### src/rtl/data_array_port_ctrl.sv
// Request/response front end for one OpenRAM-style data array port (read or byte-masked write).
// Optional performance counters are enabled with DATA_ARRAY_CTRL_PERF_EN.
module data_array_port_ctrl #(
  parameter int DATA_WIDTH = 256,
  parameter int NUM_WMASKS = 32,
  parameter int ADDR_WIDTH = 4
) (
  input  logic                  clk,
  input  logic                  rst_n,
  input  logic                  req_valid,
  output logic                  req_ready,
  input  logic                  req_we,
  input  logic [ADDR_WIDTH-1:0] req_addr,
  input  logic [NUM_WMASKS-1:0] req_wmask,
  input  logic [DATA_WIDTH-1:0] req_wdata,
  output logic                  rsp_valid,
  input  logic                  rsp_ready,
  output logic [DATA_WIDTH-1:0] rsp_rdata,
`ifdef DATA_ARRAY_CTRL_PERF_EN
  output logic [31:0]           perf_rd_cnt,
  output logic [31:0]           perf_wr_cnt,
  output logic [31:0]           perf_stall_cnt,
`endif
  output logic                  sram_csb0,
  output logic                  sram_web0,
  output logic [ADDR_WIDTH-1:0] sram_addr0,
  output logic [NUM_WMASKS-1:0] sram_wmask0,
  output logic [DATA_WIDTH-1:0] sram_din0,
  input  logic [DATA_WIDTH-1:0] sram_dout0
);

  typedef enum logic [1:0] {
    IDLE = 2'd0,
    RD   = 2'd1,
    HOLD = 2'd2
  } state_t;

  state_t                state_q, state_d;
  logic [DATA_WIDTH-1:0] hold_q;
  logic                  accept;
  logic                  latch_hold;

  always_ff @(posedge clk or negedge rst_n) begin
    if (!rst_n) begin
      state_q <= IDLE;
      hold_q  <= '0;
    end else begin
      state_q <= state_d;
      if (latch_hold) hold_q <= sram_dout0;
    end
  end

  // req_ready is gated by rst_n so nothing reaches the array while reset is asserted
  always_comb begin
    state_d    = state_q;
    req_ready  = 1'b0;
    rsp_valid  = 1'b0;
    rsp_rdata  = hold_q;
    latch_hold = 1'b0;
    case (state_q)
      IDLE: begin
        req_ready = rst_n;
      end
      RD: begin
        req_ready = rst_n & rsp_ready;
        rsp_valid = 1'b1;
        rsp_rdata = sram_dout0;
        if (!rsp_ready) begin
          latch_hold = 1'b1;
          state_d    = HOLD;
        end else begin
          state_d = IDLE;
        end
      end
      HOLD: begin
        rsp_valid = 1'b1;
        if (rsp_ready) state_d = IDLE;
      end
      default: begin
        state_d = IDLE;
      end
    endcase
    accept = req_valid & req_ready;
    if (accept && !req_we) state_d = RD;
  end

  assign sram_csb0   = ~accept;
  assign sram_web0   = ~(accept & req_we);
  assign sram_wmask0 = accept ? req_wmask : '0;
  assign sram_addr0  = req_addr;
  assign sram_din0   = req_wdata;

`ifdef DATA_ARRAY_CTRL_PERF_EN
  logic [31:0] rd_cnt_q, wr_cnt_q, stall_cnt_q;

  always_ff @(posedge clk or negedge rst_n) begin
    if (!rst_n) begin
      rd_cnt_q    <= '0;
      wr_cnt_q    <= '0;
      stall_cnt_q <= '0;
    end else begin
      if (accept && !req_we && rd_cnt_q != 32'hFFFF_FFFF) rd_cnt_q <= rd_cnt_q + 32'd1;
      if (accept && req_we && wr_cnt_q != 32'hFFFF_FFFF) wr_cnt_q <= wr_cnt_q + 32'd1;
      if (rsp_valid && !rsp_ready && stall_cnt_q != 32'hFFFF_FFFF)
        stall_cnt_q <= stall_cnt_q + 32'd1;
    end
  end

  assign perf_rd_cnt    = rd_cnt_q;
  assign perf_wr_cnt    = wr_cnt_q;
  assign perf_stall_cnt = stall_cnt_q;
`endif

endmodule

### config.mk
export PLATFORM = sky130hd
export DESIGN_NAME = data_array_port_ctrl
export DESIGN_NICKNAME = d
export VERILOG_FILES = /design/src/rtl/data_array_port_ctrl.sv
export SDC_FILE = /design/constraint.sdc
export NUM_CORES = 1
export LEC_CHECK = 0
export BUFFER_PORTS_ARGS = -buffer_cell sky130_fd_sc_hd__buf_2
export CAP_MARGIN = 40
export CORE_AREA = 2 2 426 428
export CTS_CLUSTER_DIAMETER = 150
export DETAILED_ROUTE_END_ITERATION = 8
export DIE_AREA = 0 0 428 430
export SYNTH_ARGS = -nofsm -noshare
export SYNTH_HDL_FRONTEND = slang
export SYNTH_SLANG_ARGS = --single-unit
### constraint.sdc
create_clock -name clk -period 1.6 [get_ports clk]
set_clock_uncertainty 0.05 [all_clocks]
set_input_delay 0.24 -clock clk [delete_from_list [all_inputs] [get_ports clk]]
set_output_delay 0.24 -clock clk [all_outputs]
set_load 0.05 [all_outputs]
==> impl_metrics.csv, run 1 <==
group,metric,value,unit
outcome,status,"finished with violations",
outcome,violations,"negative hold slack, negative setup slack",
worst_setup_path,cp_slowest_cell,"dfrtp_1",
worst_setup_path,crit_type,"reg -> out",
detailed_routing,viasPerCell,3.02,
clock_network,h-tree-depth,2,
worst_setup_path,cp-startpoint,"state_q[1]$_DFFE_PN0P_",
clock_network,cts.sink_count,258,
worst_setup_path,worstPathArrival,2350,ps
sta,setup_viol,550,
clock_network,cts_buffers,37,
pwr,p_per_area,2690,mW/mm^2
logic_synthesis,yosysUniqueCellTypes,19,
sta,slew_headroom,0.507,
pwr,peakVddDrop,1.72,mV
die,ios,1105,
logic_synthesis,ys_seq_elements,258,
global_routing,grt_overflow,0,
logic_synthesis,netlist_area,0.0150,sq mm
worst_setup_path,path_max_fanout,17,
die,row_count,156,
worst_setup_path,start_kind,"flop",
placement,port_buffers,584,
sta,hold_violations,52,
worst_setup_path,max_stage_delay,410,ps
finish,area_growth,66.9,%
placement,dp_hpwl,93.9,mm
finish,final_area,0.0251,sq mm
global_routing,antenna_found_initial,182,
finish,final_cells,4173,
global_routing,grt_max_degree,120,
placement,place.gp.congestion,0.724,
detailed_routing,wl_per_cell,27.6,um
worst_setup_path,crit_family,"buffers and inverters",
detailed_routing,remaining_drc_errors,0,
finish,nNetsFinal,2317,
worst_setup_path,end_kind,"output port",
sta,final.setup.tns,-414920,ps
worst_setup_path,r2r-start,"state_q[1]$_DFFE_PN0P_",
detailed_routing,drtIter0Drc,513,
detailed_routing,dr.pass1.iters,4,
sta,min_period_over_period,1.65,
sta,fmax,378,MHz
die,initial_core_util,0.0836,
die,die_h,430,um
detailed_routing,vias,12600,
logic_synthesis,yosys_warnings,0,
logic_synthesis,synth_area_per_cell,13.2,sq um
pwr,leakagePower,10.8,nW
run,drv_cap,0,
clock_network,cts_tree,"built",
global_routing,grt_pass1_wl,141,mm
die,dieArea,0.184,sq mm
global_routing,grt_usage,0.120,
sta,fin_ws,-1040,ps
clock_network,clock_path_buffers,3,
clock_network,hold_buffers,256,
placement,dp.cells,3822,
clock_network,insertion_delay,590,ps
worst_setup_path,worst-endpoint-required,1310,ps
worst_setup_path,path_buf_inv,4,
sta,worstMarginPinSlew,740,ps
placement,place_ws,-502,ps
placement,placed_cell_area,0.0199,sq mm
sta,period_needed,2640,ps
sta,whs,-447,ps
die,design.core.area,0.180,sq mm
detailed_routing,drtAntennaViolNets,0,
detailed_routing,drt_wl_total,115,mm
sta,report.final.slew_viol_count,0,
clock_network,cts-root-buf,"clkbuf_16",
pwr,finalPower,0.0674,W
logic_synthesis,synth_seq_area_share,0.429,
global_routing,grt_pass1_vias,12600,
logic_synthesis,syn_nets,1697,
logic_synthesis,syn-instance-count,1141,
worst_setup_path,cpMostUsedCell,"buf_16",
worst_setup_path,path_cells,"inv_2 -> ha_4 -> buf_16 -> buf_16 -> mux2_2 -> buf_2",
worst_hold_path,hp-class,"in -> async",
finish,drive_above_1_share,0.701,
sta,rsz0062_at_grt,"true",
clock_network,path_clk_slew,60,ps
die,fp.dieW,428,um
path summary, 6_finish.rpt:
| path | slack [ps] | cells after the start | to |
|---|---|---|---|
| max | -1040 | 6 | rsp_rdata[196] |
| min | -450 | 2 | hold_q[34]$_DFFE_PN0P_ |
| max reg2reg | -600 | 8 | hold_q[173]$_DFFE_PN0P_ |
| min reg2reg | 450 | 1 | hold_q[26]$_DFFE_PN0P_ |
| max in group asynchronous | 780 | 3 | hold_q[238]$_DFFE_PN0P_ |
| min in group clk | 20 | 2 | hold_q[33]$_DFFE_PN0P_ |
placed cells by master (no fill, tap or decap), types with 25 or more instances in the layout:
cell type      instances
buf_8                 25
buf_4                 43
mux2_2               292
buf_2                462
mux2_4               218
dfrtp_1              258
dlygate4sd3_1        256
buf_6                 72
clkbuf_16             45
and2_4                29
synthesized netlist by cell type, drive strengths merged:
cell | number | area (sq um)
mux2 | 512 | 5840
or3b | 1 | 8.76
a21oi | 1 | 5.00
ha | 3 | 37.5
buf | 315 | 2390
a2bb2oi | 1 | 8.76
nor2 | 1 | 3.75
and2 | 32 | 200
nand2 | 2 | 7.51
o21ai | 3 | 15.0
nor2b | 2 | 12.5
dfrtp | 258 | 6460
inv | 3 | 11.3
clkbuf | 6 | 22.5
and2b | 1 | 7.51
state kept, by name (all words and copies together), names as in the netlist:
signal and flops:
hold_q 256, state_q 2
kinds of logic after synthesis:
family | share of synthesized area
flops | 0.429
mux | 0.389
simple gates | 0.0160
compound gates | 0.00191
fa+ha+maj | 0.00250
buf+inv | 0.162
power by group:
group | switching [W] | internal, W
Clock | 0.00342 | 0.00540
Combinational | 0.0281 | 0.0189
Sequential | 0.00171 | 0.00993
Total | 0.0332 | 0.0342
routing by layer:
layer | global-route usage | up-vias | wire length, um
met1 | 0.103 | 6007 | 34100
li1 | - | 4985 | -
met2 | 0.199 | 968 | 53600
met4 | 0.0253 | 192 | 3480
met5 | 0.0156 | - | 1590
met3 | 0.112 | 469 | 22400
cell type report:
type | count | area [sq um]
inverters | 3 | 11.3
well taps | 2370 | 2970
flip-flops and latches | 258 | 6460
fillers | 20100 | 155000
multi-input cells | 559 | 7000
clock buffers | 49 | 1040
repair buffers | 902 | 7340
diodes | 18 | 45.0
clock inverters | 14 | 219
repair_timing:
action | in CTS | in global routing
setup buffers | 2 | 3
cloned | 5 | 6
gates resized for setup | 153 | 177
setup endpoints to repair | 550 | 550
pin swaps | 1 | 0
hold endpoints to repair | 309 | 52
metrics by stage:
stage / hold slack [ps] / util
2_1_floorplan: -106 / -
3_3_place_gp: 197 / 0.111
3_5_place_dp: 198 / 0.111
4_1_cts: -470 / 0.136
5_1_grt: -444 / 0.139
6_report: -447 / 0.140
(Power assumes the default switching activity.)
==> inputs of run 2 (changes only) <==
ABC_AREA = 1   (was not set)
CORE_AREA = 2 2 434 436   (was 2 2 426 428)
DIE_AREA = 0 0 436 438   (was 0 0 428 430)
==> run 2 against run 1 <==
The flow finishes with violations (negative setup slack). Via count is 29% higher. Wire length is 19% lower. Global-route usage is 2.6 points lower. Combinational power is 4.3% lower. Non-clock buffer count is 151 higher. Final area is 13% higher. Maximum frequency is 3.5% higher. Sequential cell count stayed put. Critical endpoint is now rsp_rdata[159]. Largest cell class unchanged. Highest routed layer unchanged.
==> impl_metrics.csv, run 2 <==
group,metric,value,unit
logic_synthesis,yosys_warnings,0,
sta,hold_violations,0,
logic_synthesis,synth_seq_area_share,0.402,
pwr,peakVddDrop,1.19,mV
clock_network,h-tree-depth,2,
pwr,leakagePower,13.4,nW
worst_hold_path,hold_path_depth,5,
worst_hold_path,hp-class,"in -> reg",
worst_setup_path,start_kind,"flop",
detailed_routing,drtAntennaViolNets,0,
logic_synthesis,synth_compound_area_frac,0.216,
detailed_routing,drtIter0Drc,1275,
placement,placed_cell_area,0.0233,sq mm
logic_synthesis,syn_nets,2559,
die,die_h,438,um
sta,worstMarginPinSlew,622,ps
sta,fmax,392,MHz
logic_synthesis,synthAdderAreaFrac,0.00234,
placement,place.gp.congestion,1.05,
clock_network,clock_path_buffers,3,
sta,min_period_over_period,1.60,
outcome,status,"finished with violations",
logic_synthesis,yosys.area_share.simple,0.131,
logic_synthesis,synth_edf_count,0,
die,initial_core_util,0.0860,
die,ios,1105,
worst_setup_path,cp_slowest_cell,"dfrtp_1",
worst_setup_path,worstPathArrival,2260,ps
worst_setup_path,path_cells,"ha_4 -> inv_16 -> buf_16 -> buf_12 -> nand2_1 -> o21ai_2 -> buf_4 -> buf_12",
worst_setup_path,path_max_fanout,28,
clock_network,cts-root-buf,"clkbuf_16",
die,dieArea,0.191,sq mm
logic_synthesis,synth_top_family_by_area,"buffers and inverters",
placement,dp_hpwl,75.4,mm
logic_synthesis,postSynth.asyncResetShare,1.00,
run,drv_cap,0,
sta,setup_viol,547,
clock_network,path_clk_slew,50,ps
global_routing,grt_pass1_wl,124,mm
logic_synthesis,synth_top_cell_area_share,0.402,
sta,period_needed,2550,ps
sta,report.final.slew_viol_count,0,
finish,area_growth,76.7,%
clock_network,cts_buffers,38,
worst_setup_path,crit_family,"buffers and inverters",
placement,port_buffers,584,
detailed_routing,dr.pass1.iters,6,
finish,layout_common_cells,"nand2_1 (516), buf_2 (326), inv_1 (292)",
logic_synthesis,synth_flop_cell,"dfrtp_1",
finish,largest_reg_flops,256,
global_routing,grt.busiest_layer,"met2",
logic_synthesis,ys_top_cells_by_area,"dfrtp_1 (40%), o21ai_2 (13%), nand2_1 (12%)",
finish,fillers,21200,
finish,reg_top3,"hold_q x256, state_q x2",
global_routing,antenna_found_initial,96,
detailed_routing,vias,16300,
die,design.core.area,0.187,sq mm
logic_synthesis,synth_mux_area_frac,0,
logic_synthesis,yosysMostFrequentCell,"nand2_1",
logic_synthesis,ys_seq_elements,258,
worst_setup_path,max_stage_delay,420,ps
worst_setup_path,crit_type,"reg -> out",
clock_network,cts.sink_count,258,
clock_network,insertion_delay,590,ps
die,row_count,159,
finish,top_register,"hold_q",
outcome,violations,"negative setup slack",
global_routing,grt_pass1_vias,15700,
detailed_routing,remaining_drc_errors,0,
logic_synthesis,synth_area_per_cell,8.02,sq um
logic_synthesis,netlist_area,0.0161,sq mm
worst_setup_path,end_kind,"output port",
finish,drive_above_1_share,0.432,
finish,fin_util,0.152,
placement,place_ws,-642,ps
global_routing,grt_overflow,0,
logic_synthesis,netlist_top_cells_count,"nand2_1 (521), inv_1 (294), buf_4 (260)",
logic_synthesis,yosysUniqueCellTypes,18,
finish,final_common_cell,"nand2_1",
worst_hold_path,min_from,"rsp_ready",
detailed_routing,wl_per_cell,17.7,um
sta,slew_headroom,0.585,
die,fp.dieW,436,um
detailed_routing,viasPerCell,3.08,
worst_setup_path,r2r-start,"state_q[1]$_DFFE_PN0P_",
worst_setup_path,worst-endpoint-required,1310,ps
logic_synthesis,yosys.area.top_type,"dfrtp_1",
worst_setup_path,timing.rr.end,"hold_q[31]$_DFFE_PN0P_",
worst_setup_path,cpMostUsedCell,"buf_12",
logic_synthesis,synthXorXnorAreaFrac,0,
worst_setup_path,path_buf_inv,5,
logic_synthesis,syn-instance-count,2003,
global_routing,use_met3,0.0622,
global_routing,grt_util_met1,0.0968,
worst_setup_path,r2r_cells,10,
worst_hold_path,min_to,"state_q[0]$_DFFE_PN0P_",
global_routing,met2_usage,0.140,
clock_network,cts_tree,"built",
global_routing,grt_usage,0.0931,
global_routing,grt_max_degree,104,
pwr,p_per_area,2300,mW/mm^2
finish,final_area,0.0284,sq mm
sta,rsz0062_at_grt,"true",
finish,nNetsFinal,3277,
worst_setup_path,ff2ff_setup_slack,-320,ps
sta,fin_ws,-952,ps
detailed_routing,drt_wl_total,93.3,mm
==> run 2: changes by cell type in the layout (fill, tap and decap cells not counted), sizes merged, moves of 5 or more <==
cell,delta
inv,+292
and2,-32
o21ai,+509
nor2,+32
clkbuf,-5
diode,+19
mux2,-512
nand2,+520
buf,+155
==> run 2: layer usage <==
layer / part of all wire / routed length (um)
met1: 0.34 / 32200
met2: 0.44 / 41200
met3: 0.14 / 13300
met4: 0.061 / 5690
met5: 0.0098 / 916
==> run 2: power by group <==
group	internal, W	switching, W
sequential	0.00954	0.00159
clock	0.00560	0.00350
combinational	0.0179	0.0271
total	0.0330	0.0322
==> run 2: metrics by stage <==
step	power (W)	instances	hold slack (ps)	setup TNS, ps
final	0.0653	5280	34.4	-295770
after global routing	0.0687	5250	15.4	-364000
after CTS	0.0653	5240	-196	-330690
after detailed placement	0.0532	4911	198	-118010
after global placement	0.0528	4910	195	-119230
after floorplan	0.0365	2003	-106	-202650
==> run 2: logic make-up after synthesis <==
logic type	Yosys count
compound gates	513
fa+ha+maj	3
buf+inv	671
flops	258
simple gates	558
==> run 2: worst max-delay path by stage <==
stage / endpoint / startpoint / slack (ps) / cells after the start
after floorplan: rsp_rdata[127] / state_q[1]$_DFFE_PN0P_ / -790 / 6
after global placement: rsp_rdata[198] / state_q[1]$_DFFE_PN0P_ / -760 / 6
after detailed placement: rsp_rdata[201] / state_q[1]$_DFFE_PN0P_ / -640 / 8
after CTS: rsp_rdata[49] / state_q[0]$_DFFE_PN0P_ / -1040 / 8
after global routing: rsp_rdata[163] / state_q[1]$_DFFE_PN0P_ / -1090 / 9
final: rsp_rdata[159] / state_q[0]$_DFFE_PN0P_ / -950 / 8
==> run 2: layout make-up <==
class,instances,area (sq um),area share
Multi-Input combinational cell,1074,6150,0.217
Timing Repair Buffer,1053,10100,0.356
Sequential cell,258,6460,0.228
Tap cell,2495,3120,0.110
Clock inverter,16,228,0.00803
Clock buffer,51,1090,0.0385
Antenna cell,37,92.6,0.00326
Inverter,296,1130,0.0400
==> run 2: tightest hold or removal path, stage by stage <==
cell	delay (ps)
buf_2	110
nand2_2	90
nand2_1	50
nand4_1	80
nand2_1	60
==> run 2: repair_timing <==
action | in CTS | in global routing
hold buffers | 258 | 1
hold endpoints to repair | 365 | 1
buffers inserted | 4 | 0
gates cloned | 0 | 2
resized for setup | 255 | 239
pin swaps | 1 | 0
endpoints found under the setup margin | 532 | 548
